## src/rtl/fdq_pkg.sv

```systemverilog
// rtl/fdq_pkg.sv - shared entry layout and constants for the fetch/decode packet queue
package fdq_pkg;

    localparam int FDQ_PKT_W = 128;
    localparam int ENTRY_W   = FDQ_PKT_W + 49;

    // Exception type encodings carried in IE_type
    localparam logic [3:0] IE_PROT     = 4'b0001;
    localparam logic [3:0] IE_TLB_MISS = 4'b0010;

    // One queue slot: packet plus side-band; spare bits pad the slot to ENTRY_W
    typedef struct packed {
        logic [FDQ_PKT_W-1:0] packet;
        logic                 is_br_t_nt;
        logic [31:0]          bp_target;
        logic [5:0]           bp_update_alias;
        logic                 ie;
        logic [3:0]           ie_type;
        logic                 is_idtr;
        logic                 is_pop_eflags;
        logic [2:0]           spare;
    } fdq_entry_t;

endpackage

```

## src/rtl/fdq_ctrl.sv

```systemverilog
// rtl/fdq_ctrl.sv - pointers, occupancy, exception block and stall for the packet queue
module fdq_ctrl #(
    parameter int DEPTH     = 4,
    parameter int PTR_W     = 2,
    parameter bit BYPASS_EN = 1'b0
) (
    input  logic             clk,
    input  logic             reset,
    input  logic             flush,
    input  logic             in_valid,
    input  logic             in_IE,
    input  logic             dec_ready,
    output logic [PTR_W-1:0] head,
    output logic [PTR_W-1:0] tail,
    output logic [PTR_W:0]   count,
    output logic             wr_en,
    output logic             empty,
    output logic             bypass,
    output logic             stall,
    output logic             ie_block
);
    import fdq_pkg::*;

    localparam logic [PTR_W:0] FULL_CNT = (PTR_W + 1)'(DEPTH);

    logic full;
    logic accept;
    logic pop;

    assign full   = (count == FULL_CNT);
    assign empty  = (count == '0);
    assign accept = in_valid & ~full & ~ie_block & ~flush;
    // Bypass only exists when the queue is empty, so head and tail agree
    assign bypass = BYPASS_EN & empty & accept;
    assign pop    = dec_ready & ~empty;
    // A bypassed packet consumed in the same cycle never occupies a slot
    assign wr_en  = accept & ~(bypass & dec_ready);
    // Built from registers only, so fetch sees no path from dec_ready/in_valid
    assign stall  = full | ie_block;

    // Pointer, occupancy and exception-block state; flush behaves like reset
    always_ff @(posedge clk) begin
        if (reset || flush) begin
            head     <= '0;
            tail     <= '0;
            count    <= '0;
            ie_block <= 1'b0;
        end else begin
            if (wr_en) begin
                tail <= tail + 1'b1;
            end
            if (pop) begin
                head <= head + 1'b1;
            end
            case ({wr_en, pop})
                2'b10:   count <= count + 1'b1;
                2'b01:   count <= count - 1'b1;
                default: count <= count;
            endcase
            if (accept && in_IE) begin
                ie_block <= 1'b1;
            end
        end
    end

endmodule

```

## src/rtl/fd_packet_queue.sv

```systemverilog
// rtl/fd_packet_queue.sv - fetch-to-decode packet queue top; FDQ_BYPASS_EN enables empty-queue bypass
module fd_packet_queue
    import fdq_pkg::*;
#(
    parameter int DEPTH = 4,
    parameter int PKT_W = FDQ_PKT_W,
    parameter int PTR_W = $clog2(DEPTH)
) (
    input  logic             clk,
    input  logic             reset,
    input  logic             flush,
    input  logic             in_valid,
    input  logic [PKT_W-1:0] in_packet,
    input  logic             in_is_BR_T_NT,
    input  logic [31:0]      in_BP_target,
    input  logic [5:0]       in_BP_update_alias,
    input  logic             in_IE,
    input  logic [3:0]       in_IE_type,
    input  logic             in_is_IDTR,
    input  logic             in_is_POP_EFLAGS,
    input  logic             dec_ready,
    output logic             stall_fetch,
    output logic             out_valid,
    output logic [PKT_W-1:0] out_packet,
    output logic             out_is_BR_T_NT,
    output logic [31:0]      out_BP_target,
    output logic [5:0]       out_BP_update_alias,
    output logic             out_IE,
    output logic             out_IE_type_unused_guard_n,
    output logic [3:0]       out_IE_type,
    output logic             out_is_IDTR,
    output logic             out_is_POP_EFLAGS,
    output logic [PTR_W:0]   count,
    output logic             ie_block
);

`ifdef FDQ_BYPASS_EN
    localparam bit BYPASS_EN = 1'b1;
`else
    localparam bit BYPASS_EN = 1'b0;
`endif

    logic [ENTRY_W-1:0] mem [DEPTH];
    logic [PTR_W-1:0]   head;
    logic [PTR_W-1:0]   tail;
    logic               wr_en;
    logic               empty;
    logic               bypass;
    fdq_entry_t         in_e;
    fdq_entry_t         out_e;

    fdq_ctrl #(
        .DEPTH     (DEPTH),
        .PTR_W     (PTR_W),
        .BYPASS_EN (BYPASS_EN)
    ) u_ctrl (
        .clk       (clk),
        .reset     (reset),
        .flush     (flush),
        .in_valid  (in_valid),
        .in_IE     (in_IE),
        .dec_ready (dec_ready),
        .head      (head),
        .tail      (tail),
        .count     (count),
        .wr_en     (wr_en),
        .empty     (empty),
        .bypass    (bypass),
        .stall     (stall_fetch),
        .ie_block  (ie_block)
    );

    // Pack the incoming packet and side-band into one slot image
    always_comb begin
        in_e                 = '0;
        in_e.packet          = in_packet;
        in_e.is_br_t_nt      = in_is_BR_T_NT;
        in_e.bp_target       = in_BP_target;
        in_e.bp_update_alias = in_BP_update_alias;
        in_e.ie              = in_IE;
        in_e.ie_type         = in_IE_type;
        in_e.is_idtr         = in_is_IDTR;
        in_e.is_pop_eflags   = in_is_POP_EFLAGS;
    end

    // Slot storage; contents are don't-care once pointers are cleared
    always_ff @(posedge clk) begin
        if (wr_en) begin
            mem[tail] <= in_e;
        end
    end

    // Head view: stored head, else the bypassed input, else all zeros
    always_comb begin
        out_e = '0;
        if (!empty) begin
            out_e = fdq_entry_t'(mem[head]);
        end else if (bypass) begin
            out_e = in_e;
        end
        out_valid = ~empty | bypass;
    end

    assign out_packet                 = out_e.packet;
    assign out_is_BR_T_NT             = out_e.is_br_t_nt;
    assign out_BP_target              = out_e.bp_target;
    assign out_BP_update_alias        = out_e.bp_update_alias;
    assign out_IE                     = out_e.ie;
    assign out_IE_type                = out_e.ie_type;
    assign out_is_IDTR                = out_e.is_idtr;
    assign out_is_POP_EFLAGS          = out_e.is_pop_eflags;
    assign out_IE_type_unused_guard_n = |out_e.spare;

endmodule

```

## config.mk

```make
export PLATFORM = sky130hd
export DESIGN_NAME = fd_packet_queue
export DESIGN_NICKNAME = d
export VERILOG_FILES = /design/src/rtl/fdq_pkg.sv /design/src/rtl/fdq_ctrl.sv /design/src/rtl/fd_packet_queue.sv
export SDC_FILE = /design/constraint.sdc
export NUM_CORES = 1
export LEC_CHECK = 0
export BUFFER_PORTS_ARGS = -buffer_cell sky130_fd_sc_hd__buf_2
export CAP_MARGIN = 10
export CORE_AREA = 2 2 212 214
export DETAILED_ROUTE_END_ITERATION = 8
export DIE_AREA = 0 0 214 216
export GPL_TIMING_DRIVEN = 0
export PLACE_DENSITY = 0.84
export SYNTH_ARGS = -nofsm -noshare
export SYNTH_HDL_FRONTEND = slang
export SYNTH_SLANG_ARGS = --single-unit
```

## constraint.sdc

```tcl
create_clock -name clk -period 9.6 [get_ports clk]
set_input_delay 1.44 -clock clk [delete_from_list [all_inputs] [get_ports clk]]
set_output_delay 1.44 -clock clk [all_outputs]
set_load 0.02 [all_outputs]
```

==> results of run 1 <==
-- layer usage --
| metal | share of wire [%] | vias to the layer above |
|---|---|---|
| met5 | 0.12 | - |
| met4 | 3.2 | 12 |
| met3 | 8.9 | 124 |
| met2 | 52 | 653 |
| met1 | 36 | 6903 |
| li1 | - | 5676 |
-- kinds of logic after synthesis --
kind of cell,share of synthesized area (%)
buffers and inverters,2.03
other,0.0139
XOR/XNOR,0.130
AND/OR/NAND/NOR,4.51
AO/OA/AOI/OAI,0.204
multiplexers,14.5
flip-flops,78.3
adder cells (fa/ha/maj),0.306
-- power by group --
part           total (mW)  internal (mW)  leakage, nW  switching (mW)
clock network        2.59           1.49         1.04            1.10
registers            3.45           3.43         6.40          0.0132
logic               0.284          0.115         3.61           0.169
total                6.32           5.04         11.1            1.28
-- critical path, cell delays in order, from the launching register on --
cell and delay [ps]:
dfxtp_1 470, or3_1 290, clkbuf_1 790, clkbuf_1 440
and2_1 230, buf_2 190
-- final cells by class --
cell class / instances / share of cell area [%]
tap: 592 / 2.31
buffer: 61 / 1.63
inverter: 7 / 0.0821
sequential: 706 / 65.9
clock inverter: 26 / 0.770
clock buffer: 97 / 5.92
multi-input combinational: 391 / 16.7
timing repair buffer: 370 / 6.61
antenna: 12 / 0.0938
-- cell usage after synthesis --
cell type / instances
edfxtp_1: 696
and2_1: 174
mux4_2: 174
clkbuf_1: 24
buf_2: 16
buf_12: 11
dfxtp_1: 10
nor2_1: 9
buf_8: 7
inv_1: 7
ha_1: 5
and3_1: 4
xor2_1: 4
a21oi_1: 3
buf_4: 2
nor3b_1: 2
o21ai_0: 2
o31ai_1: 2
or3_1: 2
or3b_2: 2
a31oi_1: 1
buf_6: 1
conb_1: 1
fa_1: 1
nand2b_1: 1
nand3_1: 1
nand4_1: 1
o311ai_0: 1
or2_2: 1
-- stage by stage --
stage	cell area (um2)	total power, mW	utilization, %	setup TNS [ps]	setup WS [ps]
floorplan	27000	3.66	-	0	3070
global placement	29500	3.78	67.3	-83980	-172
detailed placement	29800	3.79	68.1	0	5430
CTS	32000	6.36	72.9	0	5030
global route	32000	6.49	73.0	0	4950
finish	32000	6.32	73.0	0	5140
-- worst max path at each step --
stage	to	cells after the start	startpoint	slack, ps
4_1_cts	out_BP_target[4]	5	u_ctrl.count[0]	5030
5_1_grt	out_BP_target[4]	5	u_ctrl.count[0]	4950
3_5_place_dp	mem[1][135]	5	flush	5430
6_report	out_BP_target[19]	5	u_ctrl.count[0]	5140
3_3_place_gp	mem[1][110]	3	flush	-170
2_1_floorplan	mem[0][0]	2	flush	3070
-- state kept, by name, indices dropped and copies added, names as in the netlist, named ones only --
register / flops
mem: 696
u_ctrl.count: 3
u_ctrl.head: 2
u_ctrl.ie_block: 1
u_ctrl.tail: 2
==> reports/qor.yml, run 1 <==
sta:
  rsz0062_at_grt: "false"
  worst_slew_pin_slew_ps: 1010
  clock.fmax_ghz: 0.224
  hold_violations: 0
  holdWs_ps: 534
  fin_crit_sh_pct: 46.4
  finalCriticalPeriod_ps: 4460
  relSlewSlack_pct: 32.4
  maxSlewViolCount: 0
  setup_viol: 0
  fin_skew_ps: 16.4
global_route:
  met1_usage_pct: 31.5
  grt.busiest_layer: "met2"
  use_met2_pct: 43.2
  grt_remaining_overflow: 0
  antenna_found_initial: 16
  grt_first_pass_wirelength_mm: 86.5
  use_met3_pct: 7.09
  track_usage_pct: 25.6
  grt_pass1_vias: 14200
  grt_max_degree: 58
drt:
  routed_via_density: 5.91
  routed-via-count: 13400
  drc: 0
  drt-total-wl_mm: 58.6
  drtAntennaViolNets: 0
  wire_per_inst_um: 25.9
  firstDrtPassIters: 5
  drt_iter0_markers: 1322
yosys:
  synth_cells: 1165
  yosysTopAreaCellShare_pct: 77.5
  ys_types: 29
  synth.avg_cell_area_um2: 23.1
  synth_top_cell_by_area: "edfxtp_1"
  syn_nets: 1350
  ys_ff_latch: 706
  netlist_area_mm2: 0.0270
  synthTopCellsByArea: "edfxtp_1 (78%), mux4_2 (15%), and2_1 (4.0%)"
  ys_seq_area_share_pct: 78.3
  yosysWarnings: 0
finish:
  final_cell_mix: "edfxtp_1 (696), buf_2 (374), mux4_2 (174), and2_1 (174), clkbuf_16 (70)"
  multiInputGateArea_mm2: 0.00533
  fill_cells: 2373
  final_common_cell: "edfxtp_1"
  seqCellArea_mm2: 0.0211
  area_growth_pct: 18.7
  final_nets: 1790
  instances_no_fill: 2262
  layout-drive-gt1-share_pct: 40.8
clock_network:
  ctsHoldBuffers: 0
  cts_num_sinks: 706
  cts_setup_buffers: 0
  cts-resized-gates: 0
  worst_skew_pair.late_latency_ps: 590
  clockBufferDepth: 3
  cts_root_buffer: "clkbuf_16"
  cts_tree: "yes"
  path_clk_slew_ps: 70
  cts_max_level: 3
  cts_buffers: 68
placement:
  placed_cells: 2127
  dp_hpwl_mm: 35.7
  port_buffers: 358
  gp_congestion: 0.781
run_status:
  outcome: "finished, final reports clean"
power:
  powerDensity_mw_per_mm2: 197
  ir_drop_mv: 0.214
  leakage_nw: 11.1
worst_setup_path:
  endpoint_kind: "output pin"
  r2r_cells: 4
  path_class: "reg2out"
  cp.required_ps: 8160
  arrival_ps: 3020
  rrSetupSlack_ps: 6580
  rr_endpoint: "mem[1][143]"
  crit_path_start_kind: "flip-flop"
  worstPathMaxFanout: 10
  r2r_start: "u_ctrl.ie_block"
die:
  start_util_pct: 61.5
  core_area_mm2: 0.0438
  die_height_um: 216
  die_w_um: 214
  io-pin-count: 360
  row_count: 77
  dieArea_mm2: 0.0462
min_path:
  min_from: "u_ctrl.head[1]"
  hold_depth: 2
  hp-class: "reg2reg"
flow_run:
  cap_violations: 0
No activity file was read; power rests on OpenSTA's default activity.
==> run 2: changes to the inputs <==
CORE_AREA = 2 2 231 233   (was 2 2 212 214)
DIE_AREA = 0 0 233 235   (was 0 0 214 216)
PLACE_DENSITY = 0.76   (was 0.84)
clock period = 3.9 ns   (was 9.6 ns; I/O delays follow)
==> run 2 against run 1 <==
Compared with the run above: die area rose by 18%; count of clock-buffer cells in the layout fell by 4; register-to-register slack got worse by 5500 ps; critical path depth did not move; clock skew barely moved; largest cell class unchanged.
==> reports/qor.yml, run 2 (synthesized netlist as in run 1, its figures left out) <==
sta:
  fin_crit_sh_pct: 92.6
  worst_slew_pin_slew_ps: 962
  fin_skew_ps: 16.1
  clock.fmax_ghz: 0.277
  hold_violations: 0
  setup_viol: 0
  rsz0062_at_grt: "false"
  finalCriticalPeriod_ps: 3610
  relSlewSlack_pct: 35.8
  maxSlewViolCount: 0
  setup_ws_ps: 289
  finalSetupTns_ps: 0
finish:
  layout-drive-gt1-share_pct: 41.6
  final_common_cell: "edfxtp_1"
  reg.largest.list: "mem (696), u_ctrl.count (3)"
  regMostFlops: "mem"
  final_cell_mix: "edfxtp_1 (696), buf_2 (374), mux4_2 (174), and2_1 (174), clkbuf_16 (74)"
  final_util_pct: 61.9
  instances_no_fill: 2359
  final_nets: 1796
  area_growth_pct: 20.0
  largest_reg_flops: 696
placement:
  place_ws_ps: 706
  gp_congestion: 0.733
  dp_hpwl_mm: 34.5
  placed_cells: 2225
  port_buffers: 358
drt:
  drt_iter0_markers: 908
  drt-total-wl_mm: 53.6
  routed_via_density: 5.43
  drtAntennaViolNets: 0
  wire_per_inst_um: 22.7
  routed-via-count: 12800
  drc: 0
  firstDrtPassIters: 5
clock_network:
  cts_num_sinks: 706
  path_clk_slew_ps: 60
  ctsHoldBuffers: 0
  cts_setup_buffers: 0
  cts-resized-gates: 0
  cts_buffers: 72
  cts_root_buffer: "clkbuf_16"
  clockBufferDepth: 3
  cts_max_level: 3
  cts_tree: "yes"
  worst_skew_pair.late_latency_ps: 610
global_route:
  grt_max_degree: 53
  grt_first_pass_wirelength_mm: 81.1
  track_usage_pct: 19.9
  grt_pass1_vias: 13400
  antenna_found_initial: 13
  grt_remaining_overflow: 0
power:
  powerDensity_mw_per_mm2: 493
  p_total_mw: 15.9
  leakage_nw: 11.2
  ir_drop_mv: 0.380
worst_setup_path:
  worstPathMaxFanout: 10
  crit_path_start_kind: "flip-flop"
  arrival_ps: 3030
  r2r_start: "u_ctrl.ie_block"
  cp.required_ps: 3310
  path_class: "reg2out"
  endpoint_kind: "output pin"
  rrSetupSlack_ps: 1090
  crit_path_start: "u_ctrl.count[0]"
die:
  row_count: 84
  io-pin-count: 360
  dieArea_mm2: 0.0548
  core_area_mm2: 0.0522
  die_height_um: 235
  start_util_pct: 51.6
  die_w_um: 233
min_path:
  hp-class: "in2reg"
  min_from: "in_packet[115]"
run_status:
  outcome: "finished, final reports clean"
flow_run:
  cap_violations: 0
-- run 2: cell count changes in the layout (fill, tap and decap cells not counted), moves of 4 or more --
cell / change
clkbuf_1: -5
diode_2: -9
clkinv_2: +9
clkbuf_16: +4
-- run 2: metrics by stage --
| step | area, um2 | hold slack (ps) |
|---|---|---|
| 2_1_floorplan | 27000 | 484 |
| 3_3_place_gp | 29600 | 497 |
| 3_5_place_dp | 30000 | 533 |
| 4_1_cts | 32300 | 151 |
| 5_1_grt | 32300 | 164 |
| 6_report | 32300 | 190 |
-- run 2: worst paths after layout --
| path | to | cells past startpoint |
|---|---|---|
| worst max-delay path | out_packet[36] | 5 |
| worst min register to register | u_ctrl.tail[0] | 2 |
| worst max register to register | mem[2][147] | 4 |
| worst min-delay path | mem[3][161] | 1 |
-- run 2: final cells by class --
class,count,area (um2)
Fill cell,3510,19900
Timing Repair Buffer,372,2150
Clock buffer,93,1930
Clock inverter,38,410
Buffer,61,522
Inverter,7,26.3
Sequential cell,706,21100
Tap cell,688,861
Antenna cell,3,7.51
Multi-Input combinational cell,391,5330
-- run 2: metal layers --
layer	global-route usage, %	part of all wire [%]	vias to the layer above
li1	-	-	5682
met1	25.4	38	6586
met2	32.6	50	430
met3	6.44	9.0	92
met4	6.00	2.1	22
met5	0	0.27	-
-- run 2: critical path, stage by stage (launching register included) --
cell and delay [ps]:
dfxtp_1 480, or3_1 320, clkbuf_1 760, clkbuf_1 460
and2_1 210, buf_2 190
-- run 2: report_power, final --
part	total [mW]	switching, mW	internal, mW
Clock	6.77	2.77	4.00
Combinational	0.685	0.399	0.286
Sequential	8.48	0.0263	8.46
